--- config.mk ---
export PLATFORM = sky130hd
export DESIGN_NAME = fft_input_packer
export DESIGN_NICKNAME = d
export VERILOG_FILES = /design/src/rtl/fft_input_packer.sv
export SDC_FILE = /design/constraint.sdc
export NUM_CORES = 1
export LEC_CHECK = 0
export CORE_MARGIN = 8
export CORE_UTILIZATION = 40
export DETAILED_ROUTE_END_ITERATION = 16
export PLACE_DENSITY_LB_ADDON = 0.05
export SLEW_MARGIN = 25
export SYNTH_ARGS = -nofsm -noshare
export SYNTH_HDL_FRONTEND = slang
export SYNTH_SLANG_ARGS = --single-unit
--- constraint.sdc ---
create_clock -name clk -period 2.65 [get_ports clk]
set_input_delay 0.3975 -clock clk [delete_from_list [all_inputs] [get_ports clk]]
set_output_delay 0.3975 -clock clk [all_outputs]
set_load 0.02 [all_outputs]
--- src/rtl/fft_input_packer.sv ---
// fft_input_packer: packs serial I/Q samples into NUM-lane blocks with block/frame markers for the FFT.
// Optional macro FFT_PACK_FRAME_SYNC_EN adds sof_in frame resynchronisation and a sync_err pulse.
module fft_input_packer #(
  parameter  int WIDTH = 9,
  parameter  int NUM   = 16,
  parameter  int DATA  = 512,
  localparam int BLK_W = $clog2(DATA/NUM)
) (
  input  logic                      clk,
  input  logic                      rst,
  input  logic signed [WIDTH-1:0]   din_i,
  input  logic signed [WIDTH-1:0]   din_q,
  input  logic                      valid_in,
`ifdef FFT_PACK_FRAME_SYNC_EN
  input  logic                      sof_in,
  output logic                      sync_err,
`endif
  output logic [NUM-1:0][WIDTH-1:0] do_i,
  output logic [NUM-1:0][WIDTH-1:0] do_q,
  output logic                      valid_out,
  output logic [BLK_W-1:0]          blk_idx,
  output logic                      sof_out,
  output logic                      eof_out
);

  localparam int CNT_W = $clog2(NUM);
  localparam logic [CNT_W-1:0] LAST_SMP = CNT_W'(NUM-1);
  localparam logic [BLK_W-1:0] LAST_BLK = BLK_W'(DATA/NUM-1);

  logic [NUM-1:0][WIDTH-1:0] stg_i_p0, stg_q_p0;
  logic [NUM-1:0][WIDTH-1:0] blk_i, blk_q;
  logic [NUM-1:0][WIDTH-1:0] do_i_p1, do_q_p1;
  logic [CNT_W-1:0]          smp_cnt;
  logic [BLK_W-1:0]          blk_cnt;
  logic [BLK_W-1:0]          blk_idx_p1;
  logic                      vld_p1, sof_p1, eof_p1;
  logic                      resync;
  logic [CNT_W-1:0]          wr_lane;

`ifdef FFT_PACK_FRAME_SYNC_EN
  logic sync_err_p1;
  assign resync = valid_in && sof_in && ((smp_cnt != '0) || (blk_cnt != '0));
`else
  assign resync = 1'b0;
`endif

  assign wr_lane = resync ? '0 : smp_cnt;

  // The completing sample bypasses staging so the block is presented one cycle after it.
  always_comb begin
    blk_i = stg_i_p0;
    blk_q = stg_q_p0;
    blk_i[NUM-1] = din_i;
    blk_q[NUM-1] = din_q;
  end

  // Stage p0: staging lanes
  always_ff @(posedge clk) begin
    if (valid_in) begin
      stg_i_p0[wr_lane] <= din_i;
      stg_q_p0[wr_lane] <= din_q;
    end
  end

  // Stage p1: counters and presented block
  always_ff @(posedge clk) begin
    if (rst) begin
      smp_cnt    <= '0;
      blk_cnt    <= '0;
      vld_p1     <= 1'b0;
      sof_p1     <= 1'b0;
      eof_p1     <= 1'b0;
      blk_idx_p1 <= '0;
      do_i_p1    <= '0;
      do_q_p1    <= '0;
`ifdef FFT_PACK_FRAME_SYNC_EN
      sync_err_p1 <= 1'b0;
`endif
    end else begin
      vld_p1 <= 1'b0;
      sof_p1 <= 1'b0;
      eof_p1 <= 1'b0;
`ifdef FFT_PACK_FRAME_SYNC_EN
      sync_err_p1 <= resync;
`endif
      if (valid_in) begin
        if (resync) begin
          smp_cnt <= CNT_W'(1);
          blk_cnt <= '0;
        end else begin
          smp_cnt <= smp_cnt + 1'b1;
          if (smp_cnt == LAST_SMP) begin
            do_i_p1    <= blk_i;
            do_q_p1    <= blk_q;
            vld_p1     <= 1'b1;
            blk_idx_p1 <= blk_cnt;
            sof_p1     <= (blk_cnt == '0);
            eof_p1     <= (blk_cnt == LAST_BLK);
            blk_cnt    <= (blk_cnt == LAST_BLK) ? '0 : blk_cnt + 1'b1;
          end
        end
      end
    end
  end

  assign do_i      = do_i_p1;
  assign do_q      = do_q_p1;
  assign valid_out = vld_p1;
  assign blk_idx   = blk_idx_p1;
  assign sof_out   = sof_p1;
  assign eof_out   = eof_p1;
`ifdef FFT_PACK_FRAME_SYNC_EN
  assign sync_err  = sync_err_p1;
`endif

endmodule
==> results.md <==
* Ranking of synthesized cells by area: edfxtp_1 (42%), dfxtp_1 (32%), nand2_1 (11%), a21oi_1 (7.3%), buf_6 (1.2%)
* Clock transition at the registers of the reported paths at 0.06 ns
* Crit path kind: reg -> out
* Slew headroom at 57.6%
* CTS tree: done
* Min Tclk post-route at 2.04 ns
* Layout overhead on the synthesized area at 30.9%
* IO Count at 317
* Crit path launch type: flop
* Final hold violations at 0
* Synth Cell Area at 19100 µm²
* Post-Synthesis Net Count at 1651
* Arrival time of the worst setup path at 1.64 ns
* Met3 track demand over resource at 4.18%
* Area share of the largest cell type after synthesis at 42.5%
* Yosys reg bits at 575
* Max_cap viols at 0
* Unique masters post-synth at 32
* Die width at 234 µm
* Post-synthesis sequential area ratio at 74.5%
* Crit path cell chain: clkdlybuf4s50_1
* Clock latency on the worst-skew pair at 0.59 ns
* PwrDens at 710 nW/µm²
* Remaining Overflow, GRT at 0
* Clk_skew at 0.0109 ns
* Vias in the first global route at 12400
* Post-synth EDFFs at 270
* Fin crit share at 77.0%
* Detailed-route wire length per cell at 20.1 µm
* First-pass GRT wire length at 77200 µm
* Mapped Cells at 1623
* Drc violations at 0
* CP top delay family: buffers and inverters
* Antenna-violating nets left at 0
* Post-layout util at 52.7%
* Net count reported at finish at 1992
* Port Buffers at 316
* DP Worst Slack at 0.344 ns
* GP Congestion at 0.712
* CP bufs+invs at 1
* Post-Syn Area per Cell at 11.8 µm²
* Crit path largest cell delay at 0.65 ns
* CP max FO at 2
* Core ar. at 47400 µm²
* Final hold slack at 0.252 ns
* Detail Placement HPWL at 33300 µm
* Final Max Slew Viols at 0
* Placed insts at 2519
* Height of the die at 234 µm
* Layer with the highest usage: met2
* VDD IR max at 0.442 mV
* Share of cells above drive strength 1 at 9.89%
* Hold WC Path Type: in -> reg
* Initial antenna violation count at 0
* Num rows at 80
* TritonCTS Buffers at 58
* DRT Pass-1 Iters at 5
* Hold_buf cts at 0
* Yosys top cell by area: edfxtp_1
* Most used flip-flop cell after synthesis: dfxtp_1
* Post-CTS setup buffers at 0
* RSZ-0062 raised after global routing: no
* Die Area at 55000 µm²
* Vias post-DR at 12700
* Worst slew pin tran at 0.634 ns
* # setup viols final at 0
* Status: completed
* Longest Clk Path Bufs at 3
* CTS root buf: clkbuf_16
* Max Freq at 490 MHz
* Synth warn at 0
* Largest net degree at the start of global routing at 114
* Htree depth at 2
* WP data required at 2.25 ns
* Initial DRC count at 698
* Total routed wirelength at 52800 µm
* Vias/cell at 4.82
* Async SR Flop Fraction at 0%
* Cells resized by post-CTS repair at 0
* Total track usage at 18.7%
* CP Capture Type: output pin
* Met1 usage at 23.8%
* Crit-path slowest cell: clkdlybuf4s50_1
* LEAKAGE at 8.10 nW
* Initial Utilization at 40.2%
* Clock Sinks at 575
* Final setup TNS at 0 ns
* Non-Filler Instances at 2628
* GR Util met2 at 32.1%
* Final WS setup at 0.609 ns
## worst paths after layout
path / endpoint / cells after the start / slack (ns) / from
max: do_q[95] / 1 / 0.61 / do_q[95]$_SDFFE_PP0P_
min: smp_cnt[0]$_SDFFE_PP0P_ / 2 / 0.25 / rst
max reg2reg: do_q[5]$_SDFFE_PP0P_ / 5 / 0.77 / smp_cnt[0]$_SDFFE_PP0P_
min reg2reg: do_q[78]$_SDFFE_PP0P_ / 2 / 0.45 / do_q[78]$_SDFFE_PP0P_
## metal layers
layer | vias up | wire [µm]
li1 | 6137 | -
met1 | 6206 | 22900
met2 | 277 | 26000
met3 | 55 | 3140
met4 | 0 | 795
met5 | - | 0
## layout make-up
cell class,instances,area (µm²)
Tap cell,615,769
Antenna cell,1,2.50
Inverter,5,18.8
Timing Repair Buffer,383,3860
Fill cell,4239,22500
Multi-Input combinational cell,941,4220
Sequential cell,575,14200
Clock inverter,18,115
Clock buffer,90,1800
## state kept, by name, indices dropped and copies added (netlist names)
signal	cells
blk_cnt	5
blk_i	135
blk_idx	5
blk_q	135
do_i	144
do_q	144
eof_out	1
smp_cnt	4
sof_out	1
valid_out	1
## through the flow
step                      power (W)  cell area (µm²)
after floorplan             0.00966            19100
after global placement      0.00988            23100
after detailed placement    0.00989            23100
after CTS                    0.0180            25000
after global routing         0.0183            25000
final                        0.0177            25000
## kinds of logic (layout without fill, tap and decap cells)
family                   count (synthesis)  in the layout  share of synthesized area, %
AO/OA/AOI/OAI                          301            301                          8.29
XOR/XNOR                                 3              3                         0.138
adder cells (fa/ha/maj)                  7              7                         0.459
buffers and inverters                  107            496                          3.50
flip-flops                             575            575                          74.5
multiplexers                             1              1                        0.0524
other                                    0              1                             0
AND/OR/NAND/NOR                        629            629                          13.1
## Yosys cell counts (4+ instances only)
cell type  instances
clkbuf_1          48
a21oi_2           20
inv_1              5
buf_6             21
nand2_1          573
nand2_2           20
a21oi_1          278
edfxtp_1         270
ha_1               7
buf_1              4
nor2_1             8
buf_2             10
dfxtp_1          305
and2_1            15
buf_4             17
## placed cells by master, fill, tap and decap left out, drive strengths merged, types with 3 or more instances in the layout
cell type / netlist / routed
inv: 5 / 5
ha: 7 / 7
clkinv: 0 / 15
clkdlybuf4s50: 0 / 315
buf: 54 / 68
clkbuf: 48 / 90
and3: 3 / 3
dfxtp: 305 / 305
edfxtp: 270 / 270
a21oi: 298 / 298
nor2: 8 / 8
and2: 15 / 15
nand2: 593 / 593
## where the power goes
part           internal (W)  switching [W]
Combinational     0.0000795       0.000247
Clock               0.00474        0.00331
Sequential          0.00935      0.0000158
Total                0.0142        0.00357
Power figures use the tool's default switching activity.
